[config.mk]
export PLATFORM = sky130hd
export DESIGN_NAME = muldiv_seq
export DESIGN_NICKNAME = d
export VERILOG_FILES = /design/src/rtl/muldiv_seq.sv
export SDC_FILE = /design/constraint.sdc
export NUM_CORES = 1
export LEC_CHECK = 0
export ABC_CLOCK_PERIOD_IN_PS = 4300
export BUFFER_PORTS_ARGS = -buffer_cell sky130_fd_sc_hd__buf_2
export CAP_MARGIN = 40
export CORE_UTILIZATION = 57
export CTS_CLUSTER_DIAMETER = 200
export DETAILED_ROUTE_END_ITERATION = 8
export PLACE_DENSITY = 0.87
export SKIP_CTS_REPAIR_TIMING = 1
export SKIP_LAST_GASP = 1
export SYNTH_ARGS = -nofsm -noshare
export SYNTH_HDL_FRONTEND = slang
export SYNTH_SLANG_ARGS = --single-unit
export TNS_END_PERCENT = 10
[constraint.sdc]
create_clock -name clk -period 4.3 [get_ports clk]
set_input_delay 0.215 -clock clk [delete_from_list [all_inputs] [get_ports clk]]
set_output_delay 0.215 -clock clk [all_outputs]
set_load 0.05 [all_outputs]
[src/rtl/muldiv_seq.sv]
// muldiv_seq: multi-cycle MULTU/DIVU sequencer writing HI/LO.
// The block has no adder of its own. Each iteration borrows the shared 32-bit ALU
// through alu_ctl/alu_a/alu_b and reads the result back on alu_out.
// Multiply uses radix-2 shift-add. Divide uses radix-2 restoring division.
module muldiv_seq #(
  parameter int WIDTH  = 32,
  parameter int ITER_W = 5
) (
  input  logic             clk,
  input  logic             rst_n,
  input  logic             start,
  input  logic             op,
  input  logic             abort,
  input  logic [WIDTH-1:0] a,
  input  logic [WIDTH-1:0] b,
  input  logic [WIDTH-1:0] alu_out,
  output logic [3:0]       alu_ctl,
  output logic [WIDTH-1:0] alu_a,
  output logic [WIDTH-1:0] alu_b,
  output logic [WIDTH-1:0] hi,
  output logic [WIDTH-1:0] lo,
  output logic             busy,
  output logic             done
);

  localparam logic [3:0] ALU_ADD = 4'b0010;
  localparam logic [3:0] ALU_SUB = 4'b0110;
  localparam logic       OP_DIVU = 1'b1;

  typedef enum logic [1:0] {IDLE, RUN, DONE} state_t;

  state_t             state, state_next;
  logic [WIDTH-1:0]   hi_next, lo_next;
  logic [WIDTH-1:0]   b_reg, b_next;
  logic               op_reg, op_next;
  logic [ITER_W-1:0]  count, count_next;

  // Per-iteration intermediates.
  logic [WIDTH-1:0]   sum;
  logic               carry;
  logic [WIDTH-1:0]   rem;
  logic               msb;

  // Outputs are decoded directly from the state, so reset clears them at once.
  assign busy = (state == RUN);
  assign done = (state == DONE);

  // State and datapath registers. The reset is asynchronous, so it can land mid-operation.
  always_ff @(posedge clk or negedge rst_n) begin
    if (!rst_n) begin
      state  <= IDLE;
      hi     <= '0;
      lo     <= '0;
      b_reg  <= '0;
      op_reg <= 1'b0;
      count  <= '0;
    end else begin
      state  <= state_next;
      hi     <= hi_next;
      lo     <= lo_next;
      b_reg  <= b_next;
      op_reg <= op_next;
      count  <= count_next;
    end
  end

  // Next-state logic, one iteration step, and the drive to the shared ALU.
  always_comb begin
    state_next = state;
    hi_next    = hi;
    lo_next    = lo;
    b_next     = b_reg;
    op_next    = op_reg;
    count_next = count;
    alu_ctl    = ALU_ADD;
    alu_a      = '0;
    alu_b      = '0;
    sum        = alu_out;
    carry      = 1'b0;
    rem        = {hi[WIDTH-2:0], lo[WIDTH-1]};
    msb        = hi[WIDTH-1];

    case (state)
      IDLE: begin
        // abort wins over start, so a flushed instruction never launches.
        if (start && !abort) begin
          op_next    = op;
          b_next     = b;
          hi_next    = '0;
          lo_next    = a;
          count_next = '0;
          if (op == OP_DIVU && b == '0) begin
            // Divide by zero skips the iterations and goes straight to the MIPS-style result.
            hi_next    = a;
            lo_next    = '1;
            state_next = DONE;
          end else begin
            state_next = RUN;
          end
        end
      end

      RUN: begin
        if (abort) begin
          // A flush drops the operation. hi/lo keep the partial values.
          state_next = IDLE;
        end else begin
          alu_b = b_reg;
          if (op_reg == OP_DIVU) begin
            alu_ctl = ALU_SUB;
            alu_a   = rem;
            // The 33-bit partial remainder {msb, rem} always covers b_reg when msb is set.
            if (msb || rem >= b_reg) begin
              hi_next = alu_out;
              lo_next = {lo[WIDTH-2:0], 1'b1};
            end else begin
              hi_next = rem;
              lo_next = {lo[WIDTH-2:0], 1'b0};
            end
          end else begin
            alu_ctl = ALU_ADD;
            alu_a   = hi;
            // The ALU returns only the sum, so the carry out comes from a wrap-around compare.
            carry   = (sum < hi);
            if (lo[0]) begin
              hi_next = {carry, sum[WIDTH-1:1]};
              lo_next = {sum[0], lo[WIDTH-1:1]};
            end else begin
              hi_next = {1'b0, hi[WIDTH-1:1]};
              lo_next = {hi[0], lo[WIDTH-1:1]};
            end
          end
          count_next = count + 1'b1;
          if (count == ITER_W'(WIDTH - 1)) begin
            state_next = DONE;
          end
        end
      end

      DONE: begin
        // This state exists only for the single done cycle. Any start seen here is dropped.
        state_next = IDLE;
      end

      default: state_next = IDLE;
    endcase
  end

endmodule

==> run_results.csv <==
group,metric,value,unit
run_status,status,"finished, final reports clean",
layout,syn2layout_area_growth,18.7,%
die,io_pins,235,
synth,avgSynthCellArea,8.05,um^2
clocking,root_buffer,"clkbuf_16",
layout,regArea,0.00261,mm^2
critical_path,cp.required,4.54,ns
sta,fmax,0.332,GHz
die,dieArea,0.0143,mm^2
die,core,0.0134,mm^2
clocking,cts_buffers,9,
synth,synth_cell_types,52,
synth,yosysWarnings,0,
die,rows,42,
placed_design,gp_routability_congestion,0.898,
synth,syn_area,0.00790,mm^2
grt,grtUsageTotal,35.9,%
clocking,h-tree-depth,3,
route,highest_layer,"met4",
sta,rsz0062_at_grt,"no",
min_path,hold_class,"in2reg",
sta,period_share,70.1,%
grt,antenna_found_initial,0,
critical_path,max_stage_delay,0.52,ns
route,drtIter0Drc,1037,
sta,post-route-min-period,3.01,ns
synth,synth-seq-area-share,33.0,%
power_and_ir_drop,power_density,586,mW/mm^2
clocking,clock_sinks,104,
route,post_drt_via_cell_ratio,6.18,
die,die_h,120,um
sta,setup_viol_count_final,0,
critical_path,cp-start-kind,"register",
grt,grt_overflow_total,0,
route,routed_wl,25.7,mm
route,ant_nets,0,
route,met2_length,12.0,mm
critical_path,crit_path_max_fanout,49,
route,wl_met1,10.5,mm
synth,synth-edff-count,0,
sta,hold_viol_final,0,
job,maxCapViolCount,0,
critical_path,cp-end-kind,"register",
layout,nets,1330,
critical_path,crit_top_cell,"a21oi_1",
placed_design,hpwl,18.4,mm
grt,grt_pass1_wl,40.2,mm
power_and_ir_drop,ir_drop,0.000381,V
critical_path,cpMaxStageDelayCell,"buf_4",
synth,async_reset_ff_share,100,%
grt,grt_start_max_net_pins,89,
layout,antennaDiodeCount,0,
critical_path,arrival,3.26,ns
route,routedWlPerCell,19.1,um
sta,slew_headroom,40.1,%
clocking,clk_pin_slew_worst_paths,0.07,ns
critical_path,cp_cell_sequence,"ha_1 > a21oi_1 > o21ai_1 > a221oi_1 > o211ai_1 > a31oi_4 > buf_4 > a21oi_1 > nand3b_1",
critical_path,path_class,"reg2reg",
synth,ys_seq_elements,104,
layout,multiInputGateArea,0.00471,mm^2
power_and_ir_drop,leakage,0.00471,uW
synth,synthFlopType,"dfrtp_1",
grt,first_global_vias,7568,
clocking,insertion_delay,0.36,ns
die,start_util,58.9,%
route,drcViolationCount,0,
sta,final.setup.tns,0,ns
layout,final_common_cell,"buf_2",
layout,layout_common_cells,"230 x buf_2, 179 x nand2_1, 102 x dfrtp_1, 78 x mux2i_1, 74 x nor2_1",
synth,synth_cells,981,
route,drtPass1Iterations,5,
layout,stdcell_count,1345,
route,route.vias.total,8306,
layout,fill_cells,1132,
route,routed-wl-met3,2.65,mm
sta,skew,0.00547,ns
sta,slew_violations,0,
placed_design,io_buffer_count,231,
placed_design,dp_cells,1328,
layout,drive_gt1_share,23.4,%
clocking,cts_tree,"yes",
sta,worstMarginPinSlew,0.899,ns
clocking,clockBufferDepth,2,
die,fp.dieW,120,um
cell usage after synthesis (3+ instances only):
library cell / count / area (um^2)
a211oi_1: 6 / 45.0
a21oi_1: 65 / 325
a31oi_1: 29 / 181
buf_1: 6 / 22.5
buf_2: 30 / 150
buf_4: 4 / 30.0
buf_6: 3 / 33.8
clkbuf_1: 34 / 128
dfrtp_1: 104 / 2600
ha_1: 65 / 813
inv_1: 67 / 251
mux2i_1: 78 / 781
nand2_1: 179 / 672
nand2b_1: 5 / 31.3
nand3_1: 6 / 30.0
nand4_1: 13 / 81.3
nor2_1: 74 / 278
nor2b_1: 3 / 18.8
nor3_1: 3 / 15.0
nor4_1: 7 / 43.8
o211ai_1: 6 / 45.0
o21ai_0: 64 / 320
o21ai_1: 11 / 55.1
o22ai_1: 31 / 194
o311ai_0: 31 / 272
o31ai_1: 22 / 165
kinds of logic (layout without fill, tap and decap cells):
| family | Yosys count | after routing | synth area share [%] |
|---|---|---|---|
| flops | 104 | 104 | 33.0 |
| xor+xnor | 2 | 2 | 0.222 |
| mux | 78 | 78 | 9.89 |
| buf+inv | 144 | 331 | 7.80 |
| other cells | 2 | 3 | 0.0951 |
| simple gates | 305 | 305 | 16.5 |
| compound gates | 281 | 281 | 22.3 |
| fa+ha+maj | 65 | 65 | 10.3 |
report_power, final:
| part | internal, uW | switching (uW) | total [uW] |
|---|---|---|---|
| logic | 940 | 2090 | 3030 |
| clock network | 411 | 398 | 809 |
| registers | 1230 | 414 | 1650 |
worst paths after layout:
kind,slack (ns),endpoint,start,depth (start not counted)
worst max-delay path,1.29,lo[0]$_DFFE_PN0P_,hi[18]$_DFFE_PN0P_,9
worst min-delay path,0.07,b_reg[18]$_DFFE_PN0P_,b[18],3
worst max register to register,1.29,lo[0]$_DFFE_PN0P_,hi[18]$_DFFE_PN0P_,9
worst min register to register,0.49,count[4]$_DFFE_PN0P_,count[4]$_DFFE_PN0P_,2
max in group asynchronous,3.08,lo[0]$_DFFE_PN0P_,rst_n,3
min in group asynchronous,0.29,hi[14]$_DFFE_PN0P_,rst_n,2
layer usage:
| metal | global-route usage [%] | up-vias |
|---|---|---|
| li1 | - | 3869 |
| met1 | 48.4 | 3912 |
| met2 | 57.4 | 478 |
| met3 | 7.13 | 47 |
| met4 | 13.0 | 0 |
| met5 | 0 | - |
final cells by class:
type,count,share of cell area (%)
multi-input combinational,734,50.3
inverter,67,2.68
sequential,104,27.8
timing repair buffer,248,13.9
clock inverter,4,0.320
clock buffer,12,2.63
tap,176,2.35
metrics by stage:
stage	instance area, um^2	power (uW)	setup WS (ns)	utilization [%]	hold WS (ns)
2_1_floorplan	7900	3830	1.77	-	-0.0806
3_3_place_gp	9060	4530	1.42	67.6	0.138
3_5_place_dp	9080	4640	1.35	67.8	0.138
4_1_cts	9360	5440	1.33	69.9	-0.243
5_1_grt	9370	5810	1.06	69.9	0.0712
6_report	9370	5490	1.29	69.9	0.0661
critical path, delay by kind of cell (launching register included):
family | cells | cell delay [ns]
buf+inv | 1 | 0.52
fa+ha+maj | 1 | 0.37
compound gates | 6 | 1.30
simple gates | 1 | 0.17
flops | 1 | 0.51
Power figures use the tool's default switching activity.
